[src/rtl/alu_pkg.sv]
// Shared ALU definitions: divider state encoding and default operand width.
package alu_pkg;

   localparam int unsigned DIV_WIDTH_DEF = 4;

   typedef enum logic [1:0] {
      IDLE,
      CALC,
      DONE
   } div_state_t;

endpackage : alu_pkg

[src/rtl/restador_n.sv]
// Ripple-borrow subtractor: diff = a - b, borrow set when a < b.
module restador_n #(
   parameter int unsigned WIDTH = 5
) (
   input  logic [WIDTH-1:0] a,
   input  logic [WIDTH-1:0] b,
   output logic [WIDTH-1:0] diff,
   output logic             borrow
);

   logic [WIDTH:0] bw;

   assign bw[0] = 1'b0;

   // One full-subtractor cell per bit, borrow rippling LSB to MSB.
   for (genvar i = 0; i < int'(WIDTH); i++) begin : g_fs
      assign diff[i]  = a[i] ^ b[i] ^ bw[i];
      assign bw[i+1]  = (~a[i] & b[i]) | (~(a[i] ^ b[i]) & bw[i]);
   end

   assign borrow = bw[WIDTH];

endmodule : restador_n

[src/rtl/divisor_secuencial.sv]
// Sequential unsigned restoring divider with start/busy/done handshake.
module divisor_secuencial
   import alu_pkg::*;
#(
   parameter int unsigned WIDTH = DIV_WIDTH_DEF
) (
   input  logic             clk,
   input  logic             rst,
   input  logic             start,
   input  logic [WIDTH-1:0] dividendo,
   input  logic [WIDTH-1:0] divisor,
   output logic [WIDTH-1:0] cociente,
   output logic [WIDTH-1:0] residuo,
   output logic             busy,
   output logic             done,
   output logic             div_zero
);

   localparam int unsigned W  = WIDTH;
   localparam int unsigned RW = WIDTH + 1;
   localparam int unsigned CW = $clog2(WIDTH) + 1;

   div_state_t      state_q, state_d;
   logic [CW-1:0]   cnt_q, cnt_d;
   logic [RW-1:0]   r_q, r_d;
   logic [W-1:0]    q_q, q_d;
   logic [W-1:0]    d_q, d_d;
   logic            dz_q, dz_d;
   logic [W-1:0]    cociente_q, cociente_d;
   logic [W-1:0]    residuo_q, residuo_d;
   logic            busy_q, busy_d;
   logic            done_q, done_d;
   logic            div_zero_q, div_zero_d;

   logic [RW-1:0]   r_sh;
   logic [RW-1:0]   t_diff;
   logic            t_borrow;

   // Partial remainder shifted left, pulling in the next dividend bit.
   assign r_sh = RW'({r_q, q_q[W-1]});

   restador_n #(.WIDTH(RW)) u_restador (
      .a      (r_sh),
      .b      ({1'b0, d_q}),
      .diff   (t_diff),
      .borrow (t_borrow)
   );

   // Next-state and datapath update.
   always_comb begin
      state_d    = state_q;
      cnt_d      = cnt_q;
      r_d        = r_q;
      q_d        = q_q;
      d_d        = d_q;
      dz_d       = dz_q;
      cociente_d = cociente_q;
      residuo_d  = residuo_q;
      div_zero_d = div_zero_q;
      done_d     = 1'b0;

      case (state_q)
         IDLE: begin
            // A start coinciding with the done pulse is dropped.
            if (start && !done_q) begin
               if (divisor != '0) begin
                  d_d     = divisor;
                  r_d     = '0;
                  q_d     = dividendo;
                  cnt_d   = CW'(W);
                  dz_d    = 1'b0;
                  state_d = CALC;
               end else begin
                  q_d     = '1;
                  r_d     = RW'(dividendo);
                  dz_d    = 1'b1;
                  state_d = DONE;
               end
            end
         end
         CALC: begin
            r_d   = t_borrow ? r_sh : t_diff;
            q_d   = W'({q_q, ~t_borrow});
            cnt_d = cnt_q - CW'(1);
            if (cnt_q == CW'(1)) begin
               state_d = DONE;
            end
         end
         DONE: begin
            cociente_d = q_q;
            residuo_d  = r_q[W-1:0];
            div_zero_d = dz_q;
            done_d     = 1'b1;
            state_d    = IDLE;
         end
         default: begin
            state_d = IDLE;
         end
      endcase

      busy_d = (state_d == CALC);
   end

   // State, datapath and output registers.
   always_ff @(posedge clk or posedge rst) begin
      if (rst) begin
         state_q    <= IDLE;
         cnt_q      <= '0;
         r_q        <= '0;
         q_q        <= '0;
         d_q        <= '0;
         dz_q       <= 1'b0;
         cociente_q <= '0;
         residuo_q  <= '0;
         busy_q     <= 1'b0;
         done_q     <= 1'b0;
         div_zero_q <= 1'b0;
      end else begin
         state_q    <= state_d;
         cnt_q      <= cnt_d;
         r_q        <= r_d;
         q_q        <= q_d;
         d_q        <= d_d;
         dz_q       <= dz_d;
         cociente_q <= cociente_d;
         residuo_q  <= residuo_d;
         busy_q     <= busy_d;
         done_q     <= done_d;
         div_zero_q <= div_zero_d;
      end
   end

   assign cociente = cociente_q;
   assign residuo  = residuo_q;
   assign busy     = busy_q;
   assign done     = done_q;
   assign div_zero = div_zero_q;

endmodule : divisor_secuencial

[config.mk]
export PLATFORM = sky130hd
export DESIGN_NAME = divisor_secuencial
export DESIGN_NICKNAME = d
export VERILOG_FILES = /design/src/rtl/alu_pkg.sv /design/src/rtl/restador_n.sv /design/src/rtl/divisor_secuencial.sv
export SDC_FILE = /design/constraint.sdc
export NUM_CORES = 1
export LEC_CHECK = 0
export ABC_AREA = 1
export CORE_MARGIN = 3
export CORE_UTILIZATION = 40
export CTS_CLUSTER_DIAMETER = 60
export CTS_CLUSTER_SIZE = 10
export DETAILED_ROUTE_END_ITERATION = 8
export PLACE_DENSITY_LB_ADDON = 0.2
export SLEW_MARGIN = 25
export SYNTH_ARGS = -nofsm -noshare
export SYNTH_HDL_FRONTEND = slang
export SYNTH_SLANG_ARGS = --single-unit
[constraint.sdc]
create_clock -name clk -period 2.95 [get_ports clk]
set_input_delay 0.59 -clock clk [delete_from_list [all_inputs] [get_ports clk]]
set_output_delay 0.59 -clock clk [all_outputs]
set_load 0.1 [all_outputs]
## Word level (Yosys, flattened, before mapping)

Index checks and enable logic that the tools add are counted.

| storage, ports and cells | value |
|---|---|
| register bits | 29 |
| input bits | 11 |
| output and inout port bits | 11 |
| logic and storage cells | 70 |

| cells by class | value |
|---|---|
| add/subtract/negate cells | 1 |
| equal/unequal tests | 6 |
| mux-type cells | 16 |
| bitwise logic cells | 27 |
| reduce and logical (&&, ||, !) cells | 9 |

Operators with widths:

| cell | count |
|---|---|
| 4-bit 2-to-1 mux | 5 |
| 4-bit one-hot mux with 2 select lines | 2 |
| 1-bit NOT | 9 |
| 1-bit AND | 8 |
| 1-bit XOR | 7 |
| 2-bit 2-to-1 mux | 3 |
| 3-bit 2-to-1 mux | 2 |
| 3-bit one-hot mux with 2 select lines | 1 |
| 3-bit AND reduction | 2 |
| 2-bit by 1-bit equality test with 1-bit output (second input constant) | 2 |
| 2-bit != test (second input constant) | 2 |
| 2-bit one-hot mux with 2 select lines | 1 |
| 2-bit AND reduction | 2 |
| 4-bit nonzero test | 1 |
| 3-bit by 1-bit equality test with 1-bit output (second input constant) | 1 |
| 1-bit OR | 3 |
| 3-bit by 1-bit subtractor with 3-bit output (second input constant) | 1 |
| 2-bit equality test (second input constant) | 1 |
| 2-bit zero test | 1 |
| 1-bit 2-to-1 mux | 2 |
| 2-bit nonzero test | 1 |
| 1-bit logical AND | 1 |
| 1-bit zero test | 1 |

## Longest topological paths before layout

| depth | value |
|---|---|
| depth after elaboration | 11 |
| gate-level depth with buffers | 12 |
| depth with buffers taken out | 12 |

## Modules after synthesis

Synthesis repeated with hierarchy kept, for this count alone.

| second synthesis, totals | value |
|---|---|
| cells, all modules | 196 |
| area total of the unflattened synthesis | 1490.2 um^2 |

Modules (own cells, without submodules):

| module | instances | cells each | area an instance (um^2) | sequential area each (um^2) |
|---|---|---|---|---|
| divisor_secuencial | 1 | 179 | 1352.5 | 725.7 |
| restador_n | 1 | 17 | 137.6 | 0.0 |

## Least setup slack after synthesis

OpenSTA, ideal clock, no wires.

| timing | value |
|---|---|
| path kind | register -> register |
| from | register q_q[3] |
| to | register r_q[0] |
| setup time | 0.065 ns |
| data arrival time | 1.983 ns |
| required time | 2.885 ns |
| slack | 0.902 ns |
| cell stages (with the launch flop) | 13 |
| path buffers | 0 |
| period minus slack after synthesis | 2.048 ns |
| path through | dfrtp_1 -> inv_1 -> ha_1 -> inv_1 -> fa_1 -> inv_1 -> fa_1 -> fa_1 -> nand2_1 -> nand2_1 -> nand3_1 -> nand3_1 -> nand2_1 |

| between the ends | value |
|---|---|
| word-level cells in the longest chain between the ends | 11 |
| elaborated cells between the ends (all ways) | 12 |
| those cells by class | mux: 2; bitwise: 10 |

Ends and longest elaborated chain:

| item | line | text |
|---|---|---|
| from (decl) | divisor_secuencial.sv:26 | `logic [W-1:0] q_q, q_d;` |
| from (signal assigned) | divisor_secuencial.sv:122 | `q_q <= q_d;` |
| 1-bit NOT | restador_n.sv:18 | `assign bw[i+1] = (~a[i] & b[i]) \| (~(a[i] ^ b[i]) & bw[i]);` |
| 1-bit AND (2 in series) | restador_n.sv:18 |  |
| 1-bit OR | restador_n.sv:18 |  |
| 1-bit AND | restador_n.sv:18 |  |
| 1-bit OR | restador_n.sv:18 |  |
| 1-bit AND | restador_n.sv:18 |  |
| 1-bit OR | restador_n.sv:18 |  |
| 1-bit AND | restador_n.sv:18 |  |
| 4-bit 2-to-1 mux * | divisor_secuencial.sv:82 | `r_d = t_borrow ? r_sh : t_diff;` |
| 4-bit one-hot mux with 2 select lines * | divisor_secuencial.sv:62 | `case (state_q)` |
| to (signal assigned) | divisor_secuencial.sv:121 | `r_q <= r_d;` |
| to (decl) | divisor_secuencial.sv:25 | `logic [RW-1:0] r_q, r_d;` |

Every way passes the cells marked *; elsewhere a longest branch is shown, timed or not.
A chain may end at the register's enable or synchronous reset.

## Worst setup path after layout

| timing | value |
|---|---|
| from | register q_q[3] |
| to | register r_q[1] |

| between the ends | value |
|---|---|
| word-level cells in the longest chain between the ends | 11 |
| elaborated cells between the ends (all ways) | 12 |
| those cells by class | mux: 2; bitwise: 10 |

Ends and longest elaborated chain:

| item | line |
|---|---|
| 1-bit NOT * | restador_n.sv:18 |
| 1-bit AND * | restador_n.sv:18 |
| 1-bit AND | restador_n.sv:18 |
| 1-bit OR | restador_n.sv:18 |
| 1-bit AND | restador_n.sv:18 |
| 1-bit OR | restador_n.sv:18 |
| 1-bit AND | restador_n.sv:18 |
| 1-bit OR | restador_n.sv:18 |
| 1-bit AND | restador_n.sv:18 |
| 4-bit 2-to-1 mux * | divisor_secuencial.sv:82 |
| 4-bit one-hot mux with 2 select lines * | divisor_secuencial.sv:62 |

Marked as above.

==> metrics <==
status=finished clean; multi-input logic area=roughly 620 um^2; largest net degree at the start of global routing=30; unrepaired setup endpoints after global routing=no; die area=around 4400 um^2; syn_area_per_cell=around 8 um^2; DRC errors left=0; # IOs=22; # diodes=0; fin nets=~230; Max Freq=~0.44 GHz; final hold vios=0; WL met2=1.40 mm; Post-Layout Cell Count=roughly 260; Hold WC Path Type=flop to flop; 1st-iter DRT viols=55; area share of the largest cell type after synthesis=between 40 and 50%; met3 routed WL=~150 um; Tmin final=2.28 ns; Site Rows=21; R2R Path Start=q_q[3]$_DFFE_PP0P_; reg-to-reg slack, setup=about 0.67 ns; root buf cell=clkbuf_4; Critical Path AT=roughly 2.5 ns; post-route ant nets=0; port buffer count=21; Placed Cells=248; GPL Wtd Cong=between 0.7 and 0.8; CP max FO=6; cts bufs inserted=5; Fin Clk Skew=0.00676 ns; Top Layer Used=met4; Area Growth Syn to Fin=18.8%; met1 WL=~1.4 mm; synth unique cells=16; cts repair resizes=0; crit path from=q_q[3]$_DFFE_PP0P_; half-perimeter wire length after placement=between 2 and 2.5 mm; end of the worst register-to-register path=r_q[1]$_DFFE_PP0P_; Final setup violation count=0; CTS tree=yes; Via density=4.68; Max-cap violations=0; Setup TNS=0 ns; Rel. slew slack=between 70% and 80%; # H-tree levels=2; Synth area leader=dfrtp_1; Post-Syn Instances=183; Seq. cell area=roughly 730 um^2; DR vias=1199; CTS clock-pin slew for the worst setup and hold paths=approximately 0.090 ns; CP endpoint=r_q[1]$_DFFE_PP0P_; commonest non-fill, non-tap cell in the layout=nand2_1; final WL=2.97 mm; gr ovfl total=0; Routed WL per cell=11.6 um; CP startpoint kind=flop; clk_lat worst skew=between 0.3 and 0.4 ns; drt pass-1 iters=4; # fillers=~360; die height=approximately 66 um; post-route cell area=~1700 um^2; Placement Cell Area=around 1700 um^2; Post-Syn Area=approximately 1500 um^2; initial core utilization=between 40% and 50%; GR Util All Layers=between 10% and 20%; core area=between 3000 and 4000 um^2; fraction of layout cells with a size suffix above 1=between 10% and 20%; hold_buf cts=0; syn nets=200; Clock Path Buffers=2; Syn. warnings=0; clock sink count=29; Req. time, crit path=3.22 ns; Worst setup EP type=flop; vias in the first global route=1159; first-pass GRT wire length=slightly above 5 mm; Seq cells post-synth=29; Setup Fix Bufs, Post-CTS=0; initial antenna violation count=0; Setup CP Type=flop to flop; die width=around 66 um; register area share after synthesis=roughly half; r2r worst-path depth=12; worst hold path depth=2; max-slew violations=0; final worst path period share=a little under 80%; synth top area cells=dfrtp_1 (50%), nand2_1 (17%), nand3_1 (8.9%); Worst-Margin Slew=0.358 ns; most frequent cells in the layout=nand2_1 (67), dfrtp_1 (29), nand3_1 (26)
-- registers in the layout, summed over array words and instances, names as in the netlist --
signal,flops
d_q,4
residuo,4
dz_q,1
r_q,4
state_q,2
cnt_q,3
q_q,4
busy,1
div_zero,1
done,1
cociente,4
-- per-layer routing --
| layer | GRT usage, % | vias to the layer above |
|---|---|---|
| met4 | 7.61 | 0 |
| met1 | 19.1 | 556 |
| li1 | - | 616 |
| met2 | 26.0 | 22 |
| met5 | 0 | - |
| met3 | 5.06 | 5 |
-- cell families after synthesis --
| family | synth area share, % |
|---|---|
| adders and majority gates | 6.67 |
| and+or+nand+nor | 31.8 |
| buffers and inverters | 8.13 |
| AOI/OAI and AO/OA | 3.76 |
| DFF | 49.6 |
-- cell usage after synthesis --
cell type and number:
nand3_1 26, nand2_1 67, nor2_2 4, buf_2 2
dfrtp_1 29, fa_1 3, inv_2 4, or2_1 1
nand2_2 2, buf_6 1, o21ai_1 11, ha_1 3
inv_1 22, nor2_1 6, or2_0 1, nor2_4 1
-- through the flow --
step	setup slack (ns)	hold WS, ns	util, %
3_5_place_dp	0.686	0.458	49.5
5_1_grt	0.450	0.516	50.9
6_report	0.671	0.484	50.9
4_1_cts	0.665	0.481	50.9
3_3_place_gp	0.809	0.458	49.5
2_1_floorplan	0.902	0.442	-
-- worst max-delay path, cell delays in order (launching register included) --
cell	delay (ns)
dfrtp_1	0.37
inv_1	0.07
ha_1	0.19
inv_1	0.07
fa_1	0.16
inv_1	0.05
fa_1	0.39
fa_1	0.47
nand2_1	0.16
nand2_1	0.06
nand3_1	0.06
nand3_1	0.08
nand2_1	0.07
-- layout make-up --
cell class	instances	share of cell area, %
Inverter	26	5.62
Clock buffer	8	2.81
Tap cell	46	3.31
Timing Repair Buffer	22	10.9
Multi-Input combinational cell	125	35.6
Sequential cell	29	41.8
-- worst min path at each step --
stage	slack, ns	from	endpoint
2_1_floorplan	0.44	cnt_q[1]$_DFFE_PP0P_	cnt_q[1]$_DFFE_PP0P_
3_3_place_gp	0.46	residuo[0]$_DFFE_PP0P_	residuo[0]$_DFFE_PP0P_
3_5_place_dp	0.46	cnt_q[1]$_DFFE_PP0P_	cnt_q[1]$_DFFE_PP0P_
4_1_cts	0.48	cnt_q[1]$_DFFE_PP0P_	cnt_q[1]$_DFFE_PP0P_
5_1_grt	0.52	div_zero$_DFFE_PP0P_	div_zero$_DFFE_PP0P_
6_report	0.48	cnt_q[1]$_DFFE_PP0P_	cnt_q[1]$_DFFE_PP0P_
Power is left out: the tool's default activity adds up to more than one toggle a clock period on the data nets, which glitch-free logic cannot reach.
